**src/rtl/memory_stage_controller_pkg.sv**
```systemverilog
// Shared definitions for the memory stage controller.
// Holds the FSM state encoding, the fault cause codes reported on
// fault_cause, and the default number of cycles to wait for dmem_ready.
package memory_stage_controller_pkg;

   typedef enum logic [1:0] {
      ST_IDLE  = 2'd0,
      ST_WAIT  = 2'd1,
      ST_FAULT = 2'd2
   } state_t;

   localparam logic FAULT_MISALIGNED = 1'b0;
   localparam logic FAULT_TIMEOUT    = 1'b1;

   localparam int unsigned DEFAULT_TIMEOUT_CYCLES = 255;

endpackage

```
**src/rtl/memory_writeback_pipeline.sv**
```systemverilog
// MEM/WB pipeline register.
// Ports:
//   clock, reset          rising-edge clock, synchronous active-high reset
//   stall                 hold request from the memory stage; inserts a bubble
//   reg_write             already-gated register write enable of the retiring instruction
//   mem_to_reg, alu_result, rt_rd   fields of the retiring instruction
//   load_data, read_data  capture strobe and data of a completing load
//   wb_*                  registered MEM/WB outputs
module memory_writeback_pipeline (
   input  logic        clock,
   input  logic        reset,
   input  logic        stall,
   input  logic        reg_write,
   input  logic        mem_to_reg,
   input  logic [31:0] alu_result,
   input  logic [4:0]  rt_rd,
   input  logic        load_data,
   input  logic [31:0] read_data,
   output logic        wb_reg_write,
   output logic        wb_mem_to_reg,
   output logic [31:0] wb_read_data,
   output logic [31:0] wb_alu_result,
   output logic [4:0]  wb_rt_rd
);

   // NOTE: sequential state is written with <= only, so every flop samples
   // the pre-edge values regardless of statement order.
   always_ff @(posedge clock) begin
      if (reset) begin
         wb_reg_write  <= 1'b0;
         wb_mem_to_reg <= 1'b0;
         wb_read_data  <= '0;
         wb_alu_result <= '0;
         wb_rt_rd      <= '0;
      end else begin
         if (stall) begin
            // Bubble: nothing retires, the remaining fields keep their value.
            wb_reg_write <= 1'b0;
         end else begin
            wb_reg_write  <= reg_write;
            wb_mem_to_reg <= mem_to_reg;
            wb_alu_result <= alu_result;
            wb_rt_rd      <= rt_rd;
         end
         if (load_data) begin
            wb_read_data <= read_data;
         end
      end
   end

endmodule

```
**src/rtl/memory_stage_controller.sv**
```systemverilog
// Memory stage controller: issues data-memory requests for loads/stores
// held in the EX/MEM register, stalls the pipeline while the memory is not
// ready, reports misaligned and timed-out accesses, and feeds the MEM/WB
// register.
// Ports:
//   clock, reset                         rising-edge clock, sync active-high reset
//   me_*                                 EX/MEM register contents
//   me_stall                             hold request to EX/MEM and upstream
//   dmem_req/we/addr/wdata/ready/rdata   data-memory handshake (word address)
//   wb_*                                 MEM/WB register outputs
//   mem_fault, fault_cause               one-cycle fault pulse and its cause
module memory_stage_controller
   import memory_stage_controller_pkg::*;
#(
   parameter int unsigned TIMEOUT_CYCLES = DEFAULT_TIMEOUT_CYCLES
) (
   input  logic        clock,
   input  logic        reset,
   input  logic        me_mem_read,
   input  logic        me_mem_write,
   input  logic        me_mem_to_reg,
   input  logic        me_reg_write,
   input  logic [31:0] me_alu_result,
   input  logic [31:0] me_data2_reg,
   input  logic [4:0]  me_rt_rd,
   output logic        me_stall,
   output logic        dmem_req,
   output logic        dmem_we,
   output logic [29:0] dmem_addr,
   output logic [31:0] dmem_wdata,
   input  logic        dmem_ready,
   input  logic [31:0] dmem_rdata,
   output logic        wb_reg_write,
   output logic        wb_mem_to_reg,
   output logic [31:0] wb_read_data,
   output logic [31:0] wb_alu_result,
   output logic [4:0]  wb_rt_rd,
   output logic        mem_fault,
   output logic        fault_cause
);

   // The counter only has to reach TIMEOUT_CYCLES-1.
   localparam int CNT_W = (TIMEOUT_CYCLES > 1) ? $clog2(TIMEOUT_CYCLES) : 1;
   localparam logic [CNT_W-1:0] CNT_LAST = CNT_W'(TIMEOUT_CYCLES - 1);

   state_t           state, next_state;
   logic [CNT_W-1:0] wait_cnt, next_cnt;
   logic             next_cause;

   logic             access, aligned, at_limit, kill, load_data;
   logic             req_we_q;
   logic [29:0]      req_addr_q;
   logic [31:0]      req_wdata_q;

   assign access   = me_mem_read | me_mem_write;
   assign aligned  = (me_alu_result[1:0] == 2'b00);
   assign at_limit = (wait_cnt == CNT_LAST);

   // NOTE: every signal driven here gets a default first, so no path through
   // the case leaves a value unassigned and no latch is inferred.
   always_comb begin
      next_state = state;
      next_cnt   = '0;
      next_cause = FAULT_MISALIGNED;
      me_stall   = 1'b0;
      dmem_req   = 1'b0;
      dmem_we    = 1'b0;
      dmem_addr  = me_alu_result[31:2];
      dmem_wdata = me_data2_reg;
      kill       = 1'b0;
      unique case (state)
         ST_IDLE: begin
            if (access && aligned) begin
               dmem_req = 1'b1;
               dmem_we  = me_mem_write;
               if (!dmem_ready) begin
                  me_stall   = 1'b1;
                  next_state = ST_WAIT;
               end
            end else if (access) begin
               kill       = 1'b1;
               next_state = ST_FAULT;
            end
         end
         ST_WAIT: begin
            // Bus is driven from the captured copy so it cannot move.
            dmem_req   = 1'b1;
            dmem_we    = req_we_q;
            dmem_addr  = req_addr_q;
            dmem_wdata = req_wdata_q;
            if (dmem_ready) begin
               next_state = ST_IDLE;
            end else if (at_limit) begin
               kill       = 1'b1;
               next_cause = FAULT_TIMEOUT;
               next_state = ST_FAULT;
            end else begin
               me_stall   = 1'b1;
               next_cnt   = wait_cnt + CNT_W'(1);
            end
         end
         ST_FAULT: begin
            // No access is started in the fault cycle; a memory instruction
            // sitting here is flushed along with the faulting one.
            kill       = access;
            next_state = ST_IDLE;
         end
         default: next_state = ST_IDLE;
      endcase
   end

   always_ff @(posedge clock) begin
      if (reset) begin
         state       <= ST_IDLE;
         wait_cnt    <= '0;
         mem_fault   <= 1'b0;
         fault_cause <= FAULT_MISALIGNED;
      end else begin
         state     <= next_state;
         wait_cnt  <= next_cnt;
         mem_fault <= (next_state == ST_FAULT);
         if (next_state == ST_FAULT) begin
            fault_cause <= next_cause;
         end
      end
   end

   // NOTE: the request capture registers carry no reset: they are only read
   // in WAIT, which is always entered through the cycle that loads them.
   always_ff @(posedge clock) begin
      if (state == ST_IDLE && access && aligned) begin
         req_we_q    <= me_mem_write;
         req_addr_q  <= me_alu_result[31:2];
         req_wdata_q <= me_data2_reg;
      end
   end

   assign load_data = dmem_req & dmem_ready & ~dmem_we & ~me_stall;

   memory_writeback_pipeline u_mem_wb (
      .clock         (clock),
      .reset         (reset),
      .stall         (me_stall),
      .reg_write     (me_reg_write & ~kill),
      .mem_to_reg    (me_mem_to_reg),
      .alu_result    (me_alu_result),
      .rt_rd         (me_rt_rd),
      .load_data     (load_data),
      .read_data     (dmem_rdata),
      .wb_reg_write  (wb_reg_write),
      .wb_mem_to_reg (wb_mem_to_reg),
      .wb_read_data  (wb_read_data),
      .wb_alu_result (wb_alu_result),
      .wb_rt_rd      (wb_rt_rd)
   );

endmodule

```
**config.mk**
```make
export PLATFORM = sky130hd
export DESIGN_NAME = memory_stage_controller
export DESIGN_NICKNAME = d
export VERILOG_FILES = /design/src/rtl/memory_stage_controller_pkg.sv /design/src/rtl/memory_writeback_pipeline.sv /design/src/rtl/memory_stage_controller.sv
export SDC_FILE = /design/constraint.sdc
export NUM_CORES = 1
export LEC_CHECK = 0
export BUFFER_PORTS_ARGS = -buffer_cell sky130_fd_sc_hd__buf_2
export CAP_MARGIN = 20
export CORE_MARGIN = 3
export CORE_UTILIZATION = 40
export DETAILED_ROUTE_END_ITERATION = 8
export PLACE_DENSITY = 0.68
export SLEW_MARGIN = 20
export SYNTH_ARGS = -nofsm -noshare
export SYNTH_HDL_FRONTEND = slang
export SYNTH_SLANG_ARGS = --single-unit
```
**constraint.sdc**
```tcl
create_clock -name clock -period 2.9 [get_ports clock]
set_input_delay 0.58 -clock clock [delete_from_list [all_inputs] [get_ports clock]]
set_output_delay 0.58 -clock clock [all_outputs]
set_load 0.03 [all_outputs]
```
==> impl_metrics.yaml, run 1 <==
outcome:
  status: "finished clean"
global_routing:
  antenna_found_initial: 0
  grt_max_degree: 47
  track_usage_pct: 17.1
  first_global_vias: 4706
  grt_overflow_total: 0
  grt_pass1_wl_microns: 24000
finish:
  fin_nets: 860
  final_common_cell: "buf_2"
  largestRegisters: "req_wdata_q x32, u_mem_wb.wb_alu_result x32, u_mem_wb.wb_read_data x32"
  final_cells: 974
  drive_above_1_share_pct: 46.7
  antennaDiodeCount: 0
  mostFrequentLayoutCells: "245 x buf_2, 141 x nand2b_1, 83 x dfxtp_1"
  synthToLayoutAreaGrowth_pct: 32.4
  fin_util_pct: 54.7
run:
  max-cap-violations: 0
critical_path:
  r2r-end: "u_mem_wb.wb_alu_result[10]$_SDFFE_PP0N_"
  cp-end-kind: "primary output"
  reg2reg_depth: 6
  cp.required_ns: 2.32
  crit_fanout: 35
  arrival_ns: 2.09
  startpoint: "state[0]$_SDFF_PP0_"
  endpoint: "dmem_wdata[9]"
  rr_startpoint: "state[0]$_SDFF_PP0_"
  start_kind: "register"
  rrSetupSlack_ns: 0.82
  crit_type: "register to primary output"
logic_synthesis:
  synth_top_family_by_area: "multiplexers"
  synth_area_leaders: "edfxtp_1 30%, dfxtp_1 26%, nand2b_1 14%, mux2i_1 11%, mux2_2 11%"
  synth_cell_types: 30
  synth-simple-area-share_pct: 16.8
  yosys.area.top_type: "edfxtp_1"
  synthMuxAreaShare_pct: 22.0
  synth_top_area_share_pct: 29.8
  ys_seq_area_share_pct: 56.0
  syn-num-nets: 614
  ys_ff_latch: 146
  avgSynthCellArea_sq_um: 12.6
  synth_xor_area_share_pct: 0.828
  yosys.area_share.adder_pct: 0.394
  syn_area_sq_um: 6350
  yosys_warnings: 0
  synth-compound-area-share_pct: 0.867
  synthCells: 504
timing:
  max_slew_margin_pct: 59.1
  layout_min_cycle_time_ns: 2.67
  timing.fmax_ghz: 0.375
  rsz0062_at_grt: "false"
  tns_ns: 0
  period_share_pct: 92.1
  setup_viol: 0
  clock_skew_ns: 0.00700
  hold_viol_final: 0
  worst_pin_slew_ns: 0.614
  final-max-slew-violation-count: 0
clock_network:
  cts_resized: 0
  cts_hold_buf: 0
  clock-root-buffer: "clkbuf_16"
  clk_pin_slew_ns: 0.06
  cts_setup_buffers: 0
  clock_latency_ns: 0.42
  clockBufferDepth: 2
  cts_tree: "built"
  cts_buffers: 17
  cts.sinks: 146
  cts_max_level: 4
pwr:
  power_density_nw_per_um2: 627
  power.leakage_nw: 3.46
  max-vdd-ir-drop_v: 0.000385
  finalPower_mw: 5.27
detailed_routing:
  wl_microns: 14800
  final_antenna_net_count: 0
  drt-wirelength-per-cell_microns: 15.2
  firstDrtPassIters: 4
  vias_per_cell: 4.69
  drt-met1-wl_microns: 6340
  drtIter0Drc: 171
  top_layer: "met4"
  vias: 4565
  drc: 0
  wl_met3_microns: 1410
  wl_met2_microns: 6770
floorplan:
  die_h_microns: 132
  io_pins: 246
  core-area_sq_um: 15400
  floorplan.initialDensity_pct: 41.3
  dieArea_sq_um: 17400
  die_w_microns: 132
  row_count: 45
placement:
  gp_congestion: 0.804
  portBuffers: 245
  dp_hpwl_microns: 11100
  placedCellCount: 942
hold_path:
  hold_class: "input port to register"
stage by stage:
step	instance area [sq um]	worst slack [ns]	hold WS (ns)
2_1_floorplan	6350	0.334	0.430
3_3_place_gp	7780	0.723	0.443
3_5_place_dp	7780	0.653	0.458
4_1_cts	8400	0.195	0.331
5_1_grt	8400	0.119	0.337
6_report	8400	0.230	0.355
logic make-up after synthesis:
logic type | after synthesis
AO/OA/AOI/OAI | 8
adder cells (fa/ha/maj) | 2
AND/OR/NAND/NOR | 176
buffers and inverters | 34
multiplexers | 132
flip-flops | 146
XOR/XNOR | 6
synthesized netlist by cell type (all sizes together):
master,instances
a21oi,6
and2b,1
and3,1
and4bb,1
buf,16
clkbuf,16
dfxtp,83
edfxtp,63
ha,2
inv,2
mux2,62
mux2i,70
nand2,4
nand2b,142
nand3,5
nand3b,1
nand4,1
nor2,15
nor2b,1
nor4b,1
o2111ai,1
o22ai,1
or2,1
or3,2
xnor2,3
xor2,3
power breakdown:
group          leakage (nW)  internal, mW  switching [mW]
clock                 0.302          1.48           0.801
combinational          1.90         0.270           0.446
sequential             1.26          2.24          0.0357
layout make-up:
type                    instances  area [sq um]
repair buffers                259          1360
flip-flops and latches        146          3550
fillers                      1331          6970
inverters                       2          7.51
well taps                     211           264
clock inverters                11           159
multi-input cells             324          2600
clock buffers                  21           460
worst max-delay path: stages (launching register included):
cell     delay (ns)
dfxtp_1        0.43
and2b_2        0.42
buf_12         0.26
mux2_2         0.37
buf_2          0.18
routing by layer:
metal / up-vias / global-route usage [%]
met2: 189 / 27.7
li1: 2224 / -
met4: 0 / 6.53
met1: 2132 / 20.5
met5: - / 0
met3: 20 / 6.91
how the worst min path moves through the flow:
stage / start / to / slack [ns] / depth (start not counted)
6_report: me_data2_reg[21] / req_wdata_q[21]$_DFFE_PP_ / 0.35 / 1
5_1_grt: me_data2_reg[14] / req_wdata_q[14]$_DFFE_PP_ / 0.34 / 1
4_1_cts: me_data2_reg[21] / req_wdata_q[21]$_DFFE_PP_ / 0.33 / 1
3_5_place_dp: u_mem_wb.wb_read_data[4]$_SDFFE_PP0P_ / u_mem_wb.wb_read_data[4]$_SDFFE_PP0P_ / 0.46 / 2
3_3_place_gp: wait_cnt[0]$_SDFF_PP0_ / wait_cnt[0]$_SDFF_PP0_ / 0.44 / 1
2_1_floorplan: wait_cnt[0]$_SDFF_PP0_ / wait_cnt[0]$_SDFF_PP0_ / 0.43 / 1
(Power assumes the default switching activity.)
==> inputs of run 2 (changes only) <==
Settings changed: CTS_BUF_LIST from default to sky130_fd_sc_hd__clkbuf_4.
==> impl_metrics.yaml, run 2 (synthesis gave the netlist of run 1 again) <==
global_routing:
  grt_pass1_wl_microns: 23900
  use_met3_pct: 7.33
  grt_overflow_total: 0
  met2_usage_pct: 27.7
  first_global_vias: 4694
  grt_max_degree: 47
  busiest_layer: "met2"
  globalRouteMet1Util_pct: 20.3
  track_usage_pct: 16.9
  antenna_found_initial: 0
finish:
  largestRegisters: "req_wdata_q x32, u_mem_wb.wb_alu_result x32, u_mem_wb.wb_read_data x32"
  drive_above_1_share_pct: 46.7
  stdcell_area_sq_um: 8100
  final_common_cell: "buf_2"
  fin_nets: 860
  mostFrequentLayoutCells: "245 x buf_2, 141 x nand2b_1, 83 x dfxtp_1"
  final_cells: 974
  fillers: 1390
  antennaDiodeCount: 0
  synthToLayoutAreaGrowth_pct: 27.5
clock_network:
  cts_max_level: 4
  cts_buffers: 17
  cts_tree: "built"
  cts_resized: 0
  clock-root-buffer: "clkbuf_4"
  cts_hold_buf: 0
  cts_setup_buffers: 0
  clk_pin_slew_ns: 0.12
  clock_latency_ns: 0.52
  clockBufferDepth: 2
  cts.sinks: 146
detailed_routing:
  drc: 0
  wl_microns: 14700
  vias_per_cell: 4.69
  final_antenna_net_count: 0
  firstDrtPassIters: 4
  drt-wirelength-per-cell_microns: 15.1
  drtIter0Drc: 147
  vias: 4564
pwr:
  max-vdd-ir-drop_v: 0.000288
  power.leakage_nw: 3.33
  finalPower_mw: 4.36
  power_density_nw_per_um2: 539
floorplan:
  die_h_microns: 132
  floorplan.initialDensity_pct: 41.3
  io_pins: 246
  dieArea_sq_um: 17400
  die_w_microns: 132
  row_count: 45
  core-area_sq_um: 15400
critical_path:
  crit_fanout: 35
  rr_startpoint: "state[0]$_SDFF_PP0_"
  rrSetupSlack_ns: 0.93
  cp.required_ns: 2.32
  cp-end-kind: "primary output"
  crit_type: "register to primary output"
  arrival_ns: 2.12
  reg2reg_depth: 6
  r2r-end: "u_mem_wb.wb_alu_result[10]$_SDFFE_PP0N_"
  start_kind: "register"
timing:
  hold_viol_final: 0
  clock_skew_ns: 0.0143
  period_share_pct: 93.0
  fin_ws_ns: 0.203
  layout_min_cycle_time_ns: 2.70
  max_slew_margin_pct: 58.4
  rsz0062_at_grt: "false"
  tns_ns: 0
  setup_viol: 0
  worst_pin_slew_ns: 0.625
  timing.fmax_ghz: 0.371
  final-max-slew-violation-count: 0
hold_path:
  hold_end: "req_wdata_q[26]$_DFFE_PP_"
  hold_start: "me_data2_reg[26]"
  hold_class: "input port to register"
  holdPathStages: 1
placement:
  dp_hpwl_microns: 11100
  placedCellCount: 942
  portBuffers: 245
  gp_congestion: 0.804
  dpl_cell_area_sq_um: 7780
  dp_slack_ns: 0.653
outcome:
  status: "finished clean"
run:
  max-cap-violations: 0
[run 2: where the power goes]
group	switching [mW]	leakage (nW)	internal [mW]
Combinational	0.446	1.90	0.271
Clock	0.683	0.166	0.689
Sequential	0.0356	1.26	2.24
Total	1.16	3.33	3.20
[run 2: cell type report]
cell class,instances,area [sq um],share of cell area (%)
sequential,146,3550,43.9
inverter,2,7.51,0.0927
clock inverter,13,166,2.06
timing repair buffer,259,1360,16.8
tap,211,264,3.26
multi-input combinational,324,2610,32.2
clock buffer,19,143,1.76
[run 2: metal layers]
| metal | share of wire (%) | wire length (microns) | up-vias |
|---|---|---|---|
| met5 | 0 | 0 | - |
| met4 | 1.2 | 184 | 0 |
| met3 | 9.3 | 1380 | 10 |
| met2 | 46 | 6790 | 190 |
| met1 | 43 | 6390 | 2137 |
| li1 | - | - | 2227 |
[run 2: critical path: stages (launching register included)]
cell and delay (ns):
dfxtp_1 0.45, and2b_4 0.34, buf_12 0.25, mux2_2 0.37, buf_2 0.18
[run 2: through the flow]
stage                     utilization, %  hold slack [ns]
final                               52.7            0.249
after global routing                52.7            0.162
after CTS                           52.7            0.180
after global placement              50.6            0.443
after floorplan                        -            0.430
after detailed placement            50.6            0.458
[run 2: how the worst max path moves through the flow]
stage | start | endpoint | slack, ns | depth (start not counted)
CTS | state[0]$_SDFF_PP0_ | dmem_wdata[9] | 0.03 | 4
detailed placement | state[0]$_SDFF_PP0_ | dmem_wdata[9] | 0.65 | 4
global route | state[0]$_SDFF_PP0_ | dmem_wdata[9] | 0.04 | 4
finish | state[0]$_SDFF_PP0_ | dmem_wdata[9] | 0.20 | 4
global placement | state[0]$_SDFF_PP0_ | dmem_addr[1] | 0.72 | 4
floorplan | me_alu_result[0] | req_addr_q[0]$_DFFE_PP_ | 0.33 | 3
==> inputs of run 3 (changes only) <==
Settings changed: BUFFER_PORTS_ARGS -buffer_cell sky130_fd_sc_hd__buf_2 to default, CTS_BUF_LIST sky130_fd_sc_hd__clkbuf_4 to sky130_fd_sc_hd__clkbuf_8, DONT_BUFFER_PORTS from default to 1, PLACE_DENSITY 0.68 to default.
==> impl_metrics.yaml, run 3 (synthesis gave the netlist of run 1 again) <==
clock_network:
  cts_setup_buffers: 0
  clock-root-buffer: "clkbuf_8"
  cts.sinks: 146
  cts_resized: 0
  clockBufferDepth: 2
  clock_latency_ns: 0.45
  cts_max_level: 4
  clk_pin_slew_ns: 0.08
  cts_hold_buf: 0
  cts_buffers: 17
  cts_tree: "built"
detailed_routing:
  vias_per_cell: 4.99
  drtIter0Drc: 143
  drc: 0
  firstDrtPassIters: 4
  vias: 3591
  wl_microns: 13400
  drt-wirelength-per-cell_microns: 18.7
  final_antenna_net_count: 0
global_routing:
  grt_pass1_wl_microns: 21000
  grt_overflow_total: 0
  antenna_found_initial: 0
  grt_max_degree: 147
  track_usage_pct: 15.4
  first_global_vias: 3702
hold_path:
  hold_start: "me_data2_reg[30]"
  holdPathStages: 0
  hold_class: "input port to register"
  hold_end: "req_wdata_q[30]$_DFFE_PP_"
timing:
  worst_pin_slew_ns: 0.650
  final-max-slew-violation-count: 0
  period_share_pct: 92.1
  layout_min_cycle_time_ns: 2.67
  clock_skew_ns: 0.0132
  tns_ns: 0
  timing.fmax_ghz: 0.374
  setup_viol: 0
  max_slew_margin_pct: 56.5
  hold_viol_final: 0
  rsz0062_at_grt: "false"
pwr:
  power.leakage_nw: 2.30
  max-vdd-ir-drop_v: 0.000309
  power_density_nw_per_um2: 669
  power_frac_seq_pct: 51.4
  net-switching-power_mw: 1.17
  p_int_mw: 3.49
  pwr-share-clk_pct: 40.4
  switching_share_pct: 25.1
  combPwrFrac_pct: 8.2
outcome:
  status: "finished clean"
critical_path:
  arrival_ns: 2.09
  crit_fanout: 51
  crit_type: "register to primary output"
  rrSetupSlack_ns: 0.79
  start_kind: "register"
  r2r-end: "u_mem_wb.wb_alu_result[14]$_SDFFE_PP0N_"
  reg2reg_depth: 5
  cp-end-kind: "primary output"
  rr_startpoint: "state[0]$_SDFF_PP0_"
  startpoint: "state[0]$_SDFF_PP0_"
  cp.required_ns: 2.32
run:
  max-cap-violations: 0
placement:
  portBuffers: 0
  dp_hpwl_microns: 9500
  placedCellCount: 688
  gp_congestion: 0.713
finish:
  synthToLayoutAreaGrowth_pct: 9.74
  largestRegisters: "req_wdata_q x32, u_mem_wb.wb_alu_result x32, u_mem_wb.wb_read_data x32"
  mostFrequentLayoutCells: "141 x nand2b_1, 83 x dfxtp_1, 70 x mux2i_1"
  final_cells: 720
  fin_nets: 606
  regArea_sq_um: 3550
  antennaDiodeCount: 0
  multi_input_area_sq_um: 2600
  final_common_cell: "nand2b_1"
  drive_above_1_share_pct: 20.2
  fillers: 1430
floorplan:
  dieArea_sq_um: 17400
  floorplan.initialDensity_pct: 41.3
  io_pins: 246
  die_w_microns: 132
  core-area_sq_um: 15400
  row_count: 45
  die_h_microns: 132
## run 3: critical path: stages, from the launching register on
cell	delay, ns
dfxtp_1	0.43
and2b_2	0.41
buf_12	0.31
mux2_2	0.47
## run 3: cell type report
| type | instances | area share [%] |
|---|---|---|
| Sequential cell | 146 | 51.0 |
| Timing Repair Buffer | 5 | 0.898 |
| Tap cell | 211 | 3.79 |
| Multi-Input combinational cell | 324 | 37.4 |
| Inverter | 2 | 0.108 |
| Clock inverter | 15 | 3.47 |
| Clock buffer | 17 | 3.36 |
## run 3: per-stage QoR
stage	instance area [sq um]	power, mW	utilization [%]	hold slack [ns]	setup WS, ns
5_1_grt	6970	4.85	45.3	0.175	0.103
6_report	6970	4.66	45.3	0.225	0.229
4_1_cts	6970	4.73	45.3	0.177	0.158
2_1_floorplan	6350	2.79	-	0.430	0.334
3_5_place_dp	6490	2.83	42.2	0.452	0.664
3_3_place_gp	6490	2.82	42.2	0.444	0.734
## run 3: worst max path at each step
stage	to	slack [ns]	cells past startpoint
after detailed placement	dmem_addr[10]	0.66	3
after global routing	dmem_addr[25]	0.10	3
after floorplan	req_addr_q[0]$_DFFE_PP_	0.33	3
final	dmem_addr[19]	0.23	3
after global placement	dmem_addr[27]	0.73	3
after CTS	dmem_addr[10]	0.16	3
## run 3: power by group through the flow
stage / clock network [mW] / registers [mW] / logic (mW)
2_1_floorplan: 0 / 2.42 / 0.368
3_3_place_gp: 0 / 2.44 / 0.380
3_5_place_dp: 0 / 2.44 / 0.388
4_1_cts: 1.94 / 2.40 / 0.390
5_1_grt: 2.03 / 2.41 / 0.411
6_report: 1.89 / 2.40 / 0.383
## run 3: per-layer routing
| layer | GRT usage, % | part of all wire (%) | vias up |
|---|---|---|---|
| met4 | 5.43 | 1.1 | 0 |
| met3 | 9.31 | 13 | 12 |
| met1 | 16.9 | 39 | 1689 |
| met2 | 24.7 | 47 | 175 |
| li1 | - | - | 1715 |
| met5 | 0 | 0 | - |
